`src/rtl/redmule_pkg.sv`:
```
// rtl/redmule_pkg.sv - shared types and constants for the RedMulE Z collector
package redmule_pkg;

  // Collector control states
  typedef enum logic [1:0] {
    IDLE,
    ACC,
    EMIT,
    DONE
  } zcoll_state_e;

  localparam int ZCOLL_DW   = 288;
  localparam int ZCOLL_IN_W = 96;
  localparam int ZCOLL_PACK = ZCOLL_DW / ZCOLL_IN_W;

endpackage

```
`src/rtl/redmule_z_packer.sv`:
```
// rtl/redmule_z_packer.sv - slot-indexed beat register packing engine slices with byte strobes
module redmule_z_packer
  import redmule_pkg::*;
#(
  parameter int DW   = ZCOLL_DW,
  parameter int IN_W = ZCOLL_IN_W
) (
  input  logic              clk_i,
  input  logic              rst_i,
  input  logic              clear,
  input  logic              wr_en,
  input  logic              wr_last,
  input  logic [IN_W-1:0]   wr_data,
  output logic [DW-1:0]     data,
  output logic [DW/8-1:0]   strb,
  output logic              close
);

  localparam int PACK  = DW / IN_W;
  localparam int SW    = IN_W / 8;
  localparam int IDX_W = (PACK > 1) ? $clog2(PACK) : 1;

  logic [IDX_W-1:0] idx_q;
  logic [DW-1:0]    data_q;
  logic [DW/8-1:0]  strb_q;

  // The write that fills the last slot, or one flagged as row end, closes the beat
  assign close = wr_en && ((idx_q == IDX_W'(PACK - 1)) || wr_last);
  assign data  = data_q;
  assign strb  = strb_q;

  // Slot writes; clear wipes the whole beat so unfilled slots read as zero with no strobe
  always_ff @(posedge clk_i or posedge rst_i) begin
    if (rst_i) begin
      idx_q  <= '0;
      data_q <= '0;
      strb_q <= '0;
    end else if (clear) begin
      idx_q  <= '0;
      data_q <= '0;
      strb_q <= '0;
    end else if (wr_en) begin
      data_q[idx_q*IN_W +: IN_W] <= wr_data;
      strb_q[idx_q*SW +: SW]     <= '1;
      idx_q                      <= close ? '0 : idx_q + IDX_W'(1);
    end
  end

endmodule

```
`src/rtl/redmule_z_collector.sv`:
```
// rtl/redmule_z_collector.sv - packs engine slices into Z beats and tracks tile completion; REDMULE_ZCOLL_STALL_CNT_EN adds a stall counter
module redmule_z_collector
  import redmule_pkg::*;
#(
  parameter int DW    = ZCOLL_DW,
  parameter int IN_W  = ZCOLL_IN_W,
  parameter int CNT_W = 16
) (
  input  logic              clk_i,
  input  logic              rst_i,
  input  logic              clear_i,
  input  logic              start_i,
  input  logic [CNT_W-1:0]  tot_beats_i,
  input  logic [IN_W-1:0]   in_data_i,
  input  logic              in_valid_i,
  input  logic              in_last_i,
  output logic              in_ready_o,
  output logic [DW-1:0]     z_data_o,
  output logic [DW/8-1:0]   z_strb_o,
  output logic              z_valid_o,
  input  logic              z_ready_i,
  output logic              busy_o,
  output logic              done_o,
  output logic [CNT_W-1:0]  beat_cnt_o,
  output logic [31:0]       stall_cnt_o
);

  if (DW % IN_W != 0) begin : g_bad_dw
    $error("DW must be a multiple of IN_W");
  end
  if (IN_W % 8 != 0) begin : g_bad_in_w
    $error("IN_W must be a whole number of bytes");
  end

  zcoll_state_e     state_q;
  logic [CNT_W-1:0] beat_cnt_q;
  logic [CNT_W-1:0] tot_q;
  logic [CNT_W-1:0] beat_cnt_nxt;
  logic             done_q;
  logic             accept;
  logic             handshake;
  logic             close;

  assign in_ready_o   = (state_q == ACC);
  assign z_valid_o    = (state_q == EMIT);
  assign busy_o       = (state_q != IDLE);
  assign done_o       = done_q;
  assign beat_cnt_o   = beat_cnt_q;
  assign accept       = in_ready_o && in_valid_i;
  assign handshake    = z_valid_o && z_ready_i;
  assign beat_cnt_nxt = beat_cnt_q + CNT_W'(1);

  redmule_z_packer #(
    .DW   (DW),
    .IN_W (IN_W)
  ) i_packer (
    .clk_i   (clk_i),
    .rst_i   (rst_i),
    .clear   (clear_i || handshake),
    .wr_en   (accept),
    .wr_last (in_last_i),
    .wr_data (in_data_i),
    .data    (z_data_o),
    .strb    (z_strb_o),
    .close   (close)
  );

  // Tile sequencing: accumulate a beat, hold it until the sink takes it, stop after tot beats
  always_ff @(posedge clk_i or posedge rst_i) begin
    if (rst_i) begin
      state_q    <= IDLE;
      beat_cnt_q <= '0;
      tot_q      <= '0;
      done_q     <= 1'b0;
    end else if (clear_i) begin
      state_q    <= IDLE;
      beat_cnt_q <= '0;
      tot_q      <= '0;
      done_q     <= 1'b0;
    end else begin
      done_q <= 1'b0;
      case (state_q)
        IDLE: begin
          if (start_i) begin
            if (tot_beats_i == '0) begin
              done_q <= 1'b1;
            end else begin
              tot_q      <= tot_beats_i;
              beat_cnt_q <= '0;
              state_q    <= ACC;
            end
          end
        end
        ACC: begin
          if (close) state_q <= EMIT;
        end
        EMIT: begin
          if (z_ready_i) begin
            beat_cnt_q <= beat_cnt_nxt;
            if (beat_cnt_nxt == tot_q) begin
              state_q <= DONE;
              done_q  <= 1'b1;
            end else begin
              state_q <= ACC;
            end
          end
        end
        DONE: state_q <= IDLE;
        default: state_q <= IDLE;
      endcase
    end
  end

`ifdef REDMULE_ZCOLL_STALL_CNT_EN
  logic [31:0] stall_q;
  logic        start_acc;

  assign start_acc   = (state_q == IDLE) && start_i;
  assign stall_cnt_o = stall_q;

  // Saturating count of cycles the sink holds off a valid beat
  always_ff @(posedge clk_i or posedge rst_i) begin
    if (rst_i) begin
      stall_q <= '0;
    end else if (clear_i || start_acc) begin
      stall_q <= '0;
    end else if (z_valid_o && !z_ready_i && (stall_q != '1)) begin
      stall_q <= stall_q + 32'd1;
    end
  end
`else
  assign stall_cnt_o = '0;
`endif

endmodule

```
`config.mk`:
```
export PLATFORM = sky130hd
export DESIGN_NAME = redmule_z_collector
export DESIGN_NICKNAME = d
export VERILOG_FILES = /design/src/rtl/redmule_pkg.sv /design/src/rtl/redmule_z_packer.sv /design/src/rtl/redmule_z_collector.sv
export SDC_FILE = /design/constraint.sdc
export NUM_CORES = 1
export LEC_CHECK = 0
export ABC_CLOCK_PERIOD_IN_PS = 11650
export CAP_MARGIN = 20
export CORE_ASPECT_RATIO = 0.75
export CORE_MARGIN = 5
export CORE_UTILIZATION = 43
export CTS_CLUSTER_DIAMETER = 100
export CTS_CLUSTER_SIZE = 14
export DETAILED_ROUTE_END_ITERATION = 12
export PLACE_DENSITY = 0.77
export SLEW_MARGIN = 20
export SYNTH_ARGS = -nofsm -noshare
export SYNTH_HDL_FRONTEND = slang
export SYNTH_SLANG_ARGS = --single-unit
```
`constraint.sdc`:
```
create_clock -name clk_i -period 11.65 [get_ports clk_i]
set_input_delay 2.33 -clock clk_i [delete_from_list [all_inputs] [get_ports clk_i]]
set_output_delay 2.33 -clock clk_i [all_outputs]
set_load 0.02 [all_outputs]
```
# Word-level counts from Yosys, hierarchy flattened
# Index checks and enable logic that the tools add are counted.
classes:
  addsub: 4
  mul: 2
  n_div: 0
  order_cmp: 0
  n_eq_ne: 10
  n_shift: 4
  muxes: 31
  bitwise_logic: 0
  reduce_logical: 15
op_table:
  columns: ["op", "n"]
  rows:
  - ["$mux 288", 2]
  - ["$bwmux 288", 1]
  - ["$shift 96x34->288 const A", 1]
  - ["$shiftx 96x34->288", 1]
  - ["$mux 16", 8]
  - ["$mux 36", 2]
  - ["$bwmux 36", 1]
  - ["$shift 12x34->36 const A", 1]
  - ["$shiftx 12x34->36 const A", 1]
  - ["$neg 6->34", 1]
  - ["$neg 9->34", 1]
  - ["$pmux 16 s2", 1]
  - ["$mux 2", 9]
  - ["$add 16x1->16 const B", 1]
  - ["$eq 16x16->1", 1]
  - ["$logic_not 16->1", 1]
  - ["$mul 2x2->4 const B", 2]
  - ["$pmux 2 s4", 1]
  - ["$reduce_and 4->1", 2]
  - ["$reduce_bool 2->1", 4]
  - ["$eq 2x2->1 const B", 3]
  - ["$ne 3x2->1 const B", 2]
  - ["$ne 3x3->1 const B", 2]
  - ["$mux 1", 5]
  - ["9 further kinds", 12]
word_totals:
  ff_bits: 361
  latch_bits: 0
  ram_bits: 0
  mem_bits_ro: 0
  in_bits: 119
  mem_count: 0

# Logic depth before layout (Yosys ltp)
# Gate-level depths: netlist (run 1).
depth:
  ltp_word: 6
  mapped_depth: 11
  mapped_depth_nobuf: 8

# Modules after synthesis
# From an unflattened synthesis (run 1), not the netlist that was laid out.
hier_totals:
  hier_cells: 1592
  hier_area_um2: 16554.6
by_module_without_submodules:
  columns: ["module", "instances", "cells_per_inst", "area_each_um2", "seq_area_each_um2"]
  rows:
  - ["redmule_z_packer", 1, 1311, 14081.0, 7332.0]
  - ["redmule_z_collector", 1, 281, 2473.6, 875.8]

# Worst setup path after synthesis (run 1)
# Ideal clock, no wire load.
synth_path:
  path_kind: "in2reg"
  start: "input port tot_beats_i[3]"
  end: "register tot_q[10]"
  setup_time_ns: 0.132
  t_arrival_ns: 3.847
  t_required_ns: 11.518
  setup_slack_ns: 7.671
  path_stages: 7
  path_cell_list: "nor4_1 > a41o_1 > or2_2 > clkbuf_1 > buf_2 > mux2i_1 > nor2_1"
synth_via:
  elab_chain_len: 3
synth_rtl:
  columns: ["element", "line_no", "source"]
  rows:
  - ["from (decl)", "redmule_z_collector.sv:13", "input logic [CNT_W-1:0] tot_beats_i,"]
  - ["$logic_not 16->1", "redmule_z_collector.sv:85", "if (tot_beats_i == '0) begin"]
  - ["$ne 2x2->1 (no line)", null, null]
  - ["$reduce_and 3->1 (no line)", null, null]
  - ["to (signal assigned)", "redmule_z_collector.sv:88", "tot_q <= tot_beats_i;"]
  - ["to (decl)", "redmule_z_collector.sv:37", "logic [CNT_W-1:0] tot_q;"]
# Every way passes these cells.
# A chain may end at the register's enable or synchronous reset.

# Final worst setup path (run 1)
layout_path:
  start: "input port in_valid_i"
  end: "register i_packer.data_q[64], in the netlist i_packer.data[64]"
layout_via:
  elab_chain_len: 2
layout_rtl:
  columns: ["element", "line_no", "source"]
  rows:
  - ["from (decl)", "redmule_z_collector.sv:15", "input logic in_valid_i,"]
  - ["$logic_and 1x1->1", "redmule_z_collector.sv:49", "assign accept = in_ready_o && in_valid_i;"]
  - ["$reduce_bool 2->1 (no line)", null, null]
  - ["to (signal, indexed assignment)", "redmule_z_packer.sv:43", "data_q[idx_q*IN_W +: IN_W] <= wr_data;"]
  - ["to (decl)", "redmule_z_packer.sv:24", "logic [DW-1:0] data_q;"]
# Every way passes these cells.

==> impl_metrics.json, run 1 <==
{
  "status": "finished, final reports clean",
  "min_from": "i_packer.data[195]",
  "layout_common_cells": "clkdlybuf4s50_1 (462), dfrtp_1 (327), a22o_1 (217)",
  "crit_type": "in -> reg",
  "setup_ws_ns": 6.51,
  "synth-seq-area-share": 0.501,
  "drt_iter0_drc": 1711,
  "cts_resized": 0,
  "detail_route.wl_per_cell_um": 26.9,
  "crit_arrival_ns": 5.63,
  "leakagePower_nw": 9.24,
  "ctsHoldBuffers": 0,
  "die_h_um": 179,
  "timing.rr.start": "i_packer.idx_q[0]",
  "post-route-period-util": 0.441,
  "hp-class": "reg -> reg",
  "cap_violations": 0,
  "layout_min_cycle_time_ns": 5.14,
  "h-tree-depth": 1,
  "vias": 15465,
  "synth_edf_count": 0,
  "grt_max_degree": 179,
  "slew_viol_final": 0,
  "finalSetupTns_ns": 0,
  "cp-end-kind": "register",
  "syn-cell-area_sq_um": 16400,
  "ys.flop_type": "dfrtp_1",
  "cts_buffer_depth": 3,
  "tritoncts": "built",
  "grt_setup_unrepaired": "no",
  "final.setup_skew_ns": 0.0119,
  "core_area_sq_um": 38000,
  "syn2layout_area_growth_pct": 32.5,
  "fin_util": 0.572,
  "avgSynthCellArea_sq_um": 9.87,
  "fin_nets": 2116,
  "clkLatencyLatePin_ns": 0.56,
  "grtUsageTotal": 0.307,
  "syn_inst": 1661,
  "portBuffers": 462,
  "cts.sinks": 328,
  "start_util": 0.431,
  "ant_nets": 0,
  "met1_length_mm": 27.3,
  "clock.fmax_ghz": 0.195,
  "final_cell_area_sq_um": 21700,
  "die_x_um": 235,
  "path_clk_slew_ns": 0.07,
  "postSynth.asyncResetShare": 1.00,
  "root_buffer": "clkbuf_16",
  "num_rows": 62,
  "die_area_sq_um": 42200,
  "via_per_inst": 6.17,
  "antenna_found_initial": 2,
  "worstMarginPinSlew_ns": 1.32,
  "drc": 0,
  "ios": 495,
  "wl_met2_mm": 29.5,
  "synth.area.top_cells": "dfrtp_1 (50%), a22o_1 (12%), nand2_1 (4.4%)",
  "p_per_area_nw_per_um2": 109,
  "drive_above_1_share": 0.0492,
  "postCtsSetupBuffers": 0,
  "hpwl_mm": 48.4,
  "synth.distinct_cells": 56,
  "layout.cells.non_filler": 2507,
  "mostFrequentLayoutCell": "clkdlybuf4s50_1",
  "wl_mm": 67.6,
  "dp_cells": 2471,
  "grt_pass1_wl_mm": 99.6,
  "setup.worst_path.start_class": "input pin",
  "slew_headroom": 0.113,
  "dpl_worst_slack_ns": 5.97,
  "gp_congestion": 0.939,
  "required_ns": 12.14,
  "grt-ovfl-total": 0,
  "yosys.area.top_type": "dfrtp_1",
  "setup_viol": 0,
  "grt_pass1_vias": 14946,
  "place_area_sq_um": 21000,
  "ir_worst_vdd_mv": 0.116,
  "yosysTopAreaCellShare": 0.501,
  "hold_viol_final": 0,
  "synth.yosys.warnings": 0,
  "top_layer": "met5",
  "critical_path.startpoint": "in_valid_i",
  "drt_pass1_iterations": 6,
  "met3_length_mm": 7.97,
  "cts_made_buffers": 27,
  "cp_max_fo": 20,
  "synth-seq-cells": 328
}
## logic make-up after synthesis
logic type | Yosys count | share of synthesized area
AO/OA/AOI/OAI | 588 | 0.256
other | 1 | 0.000229
flip-flops | 328 | 0.501
XOR/XNOR | 23 | 0.0123
adder cells (fa/ha/maj) | 7 | 0.00534
AND/OR/NAND/NOR | 418 | 0.112
multiplexers | 70 | 0.0436
buffers and inverters | 226 | 0.0702
## final timing paths
path | slack [ns] | endpoint | depth (start not counted)
hold reg to reg | 0.47 | i_packer.data[195] | 2
hold / removal | 0.47 | i_packer.data[195] | 2
max in group asynchronous | 7.96 | i_packer.data[234] | 4
min in group asynchronous | 2.28 | i_packer.data[285] | 2
setup reg to reg | 7.16 | i_packer.data[162] | 7
setup / recovery | 6.51 | i_packer.data[64] | 7
## Yosys cell counts (6+ instances only)
cell,count
dfrtp_1,328
a22o_1,217
nand2_1,191
o21ai_0,131
nor2_1,129
clkbuf_1,109
a21oi_1,84
a22oi_1,75
buf_4,66
mux2i_1,58
nor2b_1,27
o31ai_1,26
a221oi_1,23
buf_1,22
a211oi_1,20
buf_2,17
nand3_1,14
xnor2_1,13
mux2_2,12
xor2_1,10
nor3_1,8
nor4_1,8
ha_1,7
inv_1,7
nand4_1,6
## routing by layer
metal,GRT usage,vias to the layer above
li1,-,6591
met1,0.423,7715
met2,0.466,977
met3,0.0998,180
met4,0.0931,2
met5,0,-
## layout make-up
class	count	area, sq um
sequential	328	8210
inverter	7	33.8
fill	3332	16300
antenna	4	10.0
timing repair buffer	488	4870
clock buffer	28	679
clock inverter	2	12.5
tap	512	641
multi-input combinational	1138	7270
## through the flow
step	hold WS, ns	power, mW
floorplan	0.509	1.40
global placement	0.453	1.55
detailed placement	0.456	1.55
CTS	0.470	2.37
global route	0.494	2.45
finish	0.470	2.37
## sequential cells by signal, indices dropped and copies added, names as in the netlist
| name | flops |
|---|---|
| i_packer.idx_q | 2 |
| state_q | 2 |
| tot_q | 16 |
| done_o | 1 |
| beat_cnt_o | 16 |
| i_packer.data | 288 |
| i_packer.strb | 3 |
## power by group
group	internal (mW)	switching [mW]
clock network	0.410	0.414
logic	0.133	0.232
registers	1.16	0.0191
## worst max-delay path, stage by stage
cell and delay (ns):
clkdlybuf4s50_1 0.49, and3b_1 0.62, nand2_1 0.22, or4_1 0.76, nor2b_2 0.85, a22oi_1 0.21
nand2_1 0.13
No activity file was read; power rests on OpenSTA's default activity.
==> run 2: changes to the inputs <==
--- a/config.mk
+++ b/config.mk
@@ -5,15 +5,15 @@
 export SDC_FILE = /design/constraint.sdc
 export NUM_CORES = 1
 export LEC_CHECK = 0
-export ABC_CLOCK_PERIOD_IN_PS = 11650
+export ABC_CLOCK_PERIOD_IN_PS = 5300
 export CAP_MARGIN = 20
 export CORE_ASPECT_RATIO = 0.75
 export CORE_MARGIN = 5
-export CORE_UTILIZATION = 43
+export CORE_UTILIZATION = 48
 export CTS_CLUSTER_DIAMETER = 100
 export CTS_CLUSTER_SIZE = 14
 export DETAILED_ROUTE_END_ITERATION = 12
-export PLACE_DENSITY = 0.77
+export PLACE_DENSITY = 0.81
 export SLEW_MARGIN = 20
 export SYNTH_ARGS = -nofsm -noshare
 export SYNTH_HDL_FRONTEND = slang
==> constraint.sdc (replaced) <==
create_clock -name clk_i -period 5.3 [get_ports clk_i]
set_input_delay 1.06 -clock clk_i [delete_from_list [all_inputs] [get_ports clk_i]]
set_output_delay 1.06 -clock clk_i [all_outputs]
set_load 0.02 [all_outputs]
==> impl_metrics.json, run 2 (synthesis results as in run 1) <==
{
  "setup.worst_path.start_class": "register",
  "clock.fmax_ghz": 0.253,
  "cts_buffer_depth": 3,
  "power_switching_mw": 1.46,
  "grt_setup_unrepaired": "no",
  "crit_arrival_ns": 4.44,
  "largest_register_ffs": 288,
  "path_clk_slew_ns": 0.07,
  "cap_violations": 0,
  "timing.rr.start": "i_packer.idx_q[0]",
  "ios": 495,
  "cp-end-kind": "register",
  "grt_max_degree": 117,
  "num_rows": 58,
  "slew_headroom": 0.250,
  "dpl_worst_slack_ns": 1.32,
  "layout_common_cells": "clkdlybuf4s50_1 (462), dfrtp_1 (327), a22o_1 (217)",
  "path_buf_inv": 4,
  "min_from": "i_packer.data[203]",
  "grt-ovfl-total": 0,
  "use_met3": 0.102,
  "cts.sinks": 328,
  "fin_nets": 2126,
  "cp_slowest_cell": "dfrtp_4",
  "setup_viol": 0,
  "crit_family": "buffers and inverters",
  "gp_congestion": 0.908,
  "antenna_found_initial": 6,
  "comb_power_share": 0.156,
  "grtUsageTotal": 0.332,
  "hpwl_mm": 48.6,
  "drive_above_1_share": 0.0530,
  "wl_mm": 66.7,
  "die_h_um": 170,
  "die_area_sq_um": 38000,
  "worstMarginPinSlew_ns": 1.12,
  "status": "finished, final reports clean",
  "dp_cells": 2421,
  "vias": 15723,
  "mostFrequentLayoutCell": "clkdlybuf4s50_1",
  "p_seq_frac": 0.497,
  "p_per_area_nw_per_um2": 240,
  "setup_ws_ns": 1.35,
  "drt_iter0_drc": 2118,
  "drt_pass1_iterations": 6,
  "grt_pass1_wl_mm": 97.6,
  "start_util": 0.488,
  "tritoncts": "built",
  "ant_nets": 0,
  "cts_made_buffers": 27,
  "core_area_sq_um": 33600,
  "critical_path.startpoint": "i_packer.idx_q[0]",
  "syn2layout_area_growth_pct": 32.4,
  "crit_type": "reg -> reg",
  "slew_viol_final": 0,
  "ir_worst_vdd_mv": 0.224,
  "grt-busiest-layer": "met2",
  "hp-class": "reg -> reg",
  "power.share.clock": 0.347,
  "ctsHoldBuffers": 0,
  "clkLatencyLatePin_ns": 0.56,
  "hold_viol_final": 0,
  "finalSetupTns_ns": 0,
  "h-tree-depth": 1,
  "postCtsSetupBuffers": 0,
  "leakagePower_nw": 9.28,
  "power_mw": 5.20,
  "met1_usage": 0.456,
  "required_ns": 5.79,
  "via_per_inst": 6.40,
  "final.setup_skew_ns": 0.0190,
  "slowest_delay_ns": 0.81,
  "switching_share": 0.281,
  "portBuffers": 462,
  "die_x_um": 223,
  "intPower_mw": 3.74,
  "detail_route.wl_per_cell_um": 27.2,
  "crit_path_cell_trace": "inv_1 > ha_2 > inv_1 > nand2_1 > or4_1 > buf_4 > nor2_2 > buf_4 > a22oi_1 > nand2_1",
  "drc": 0,
  "grt_pass1_vias": 14804,
  "post-route-period-util": 0.745,
  "cp_max_fo": 49,
  "layout_min_cycle_time_ns": 3.95,
  "layout.cells.non_filler": 2455,
  "grtUsageMet2": 0.504,
  "cts_resized": 0,
  "root_buffer": "clkbuf_16"
}
[run 2: cell count changes in the layout (fill, tap and decap cells not counted), sizes merged]
cell,previous run,this run
buf,26,36
clkinv,1,0
diode,4,5
[run 2: stage by stage]
step	hold slack, ns	util	instance area, sq um
2_1_floorplan	0.509	-	16500
3_5_place_dp	0.462	0.625	21000
5_1_grt	0.492	0.646	21700
4_1_cts	0.479	0.645	21700
3_3_place_gp	0.455	0.625	21000
6_report	0.474	0.646	21700
[run 2: metal layers]
metal,up-vias,wire [um]
met3,172,8510
met4,2,3040
met5,-,18
met1,7736,25600
met2,1184,29500
li1,6629,-
[run 2: final timing paths]
check	to	slack, ns	cells past startpoint
setup / recovery	i_packer.data[68]	1.35	10
hold / removal	i_packer.data[203]	0.47	2
setup reg to reg	i_packer.data[68]	1.35	10
hold reg to reg	i_packer.data[203]	0.47	2
max in group asynchronous	i_packer.data[148]	3.02	4
min in group asynchronous	i_packer.data[55]	1.03	2
[run 2: area by class of cell]
cell class                      count  area (sq um)
Timing Repair Buffer              498          4930
Sequential cell                   328          8210
Tap cell                          450           563
Multi-Input combinational cell   1138          7270
Clock inverter                      1          8.76
Antenna cell                        5          12.5
Inverter                            7          30.0
Clock buffer                       28           679
Fill cell                        2692         11900
[run 2: power groups by stage]
stage / clock network [mW] / logic [mW] / registers, mW
after detailed placement: 0 / 0.792 / 2.63
after global placement: 0 / 0.778 / 2.63
after global routing: 1.93 / 0.855 / 2.59
final: 1.81 / 0.812 / 2.58
after floorplan: 0 / 0.411 / 2.66
after CTS: 1.83 / 0.795 / 2.58
[run 2: tightest hold or removal path, cell delays in order (launching register included)]
cell and delay [ns]:
dfrtp_1 0.35, nand2_1 0.05, nand2_1 0.05
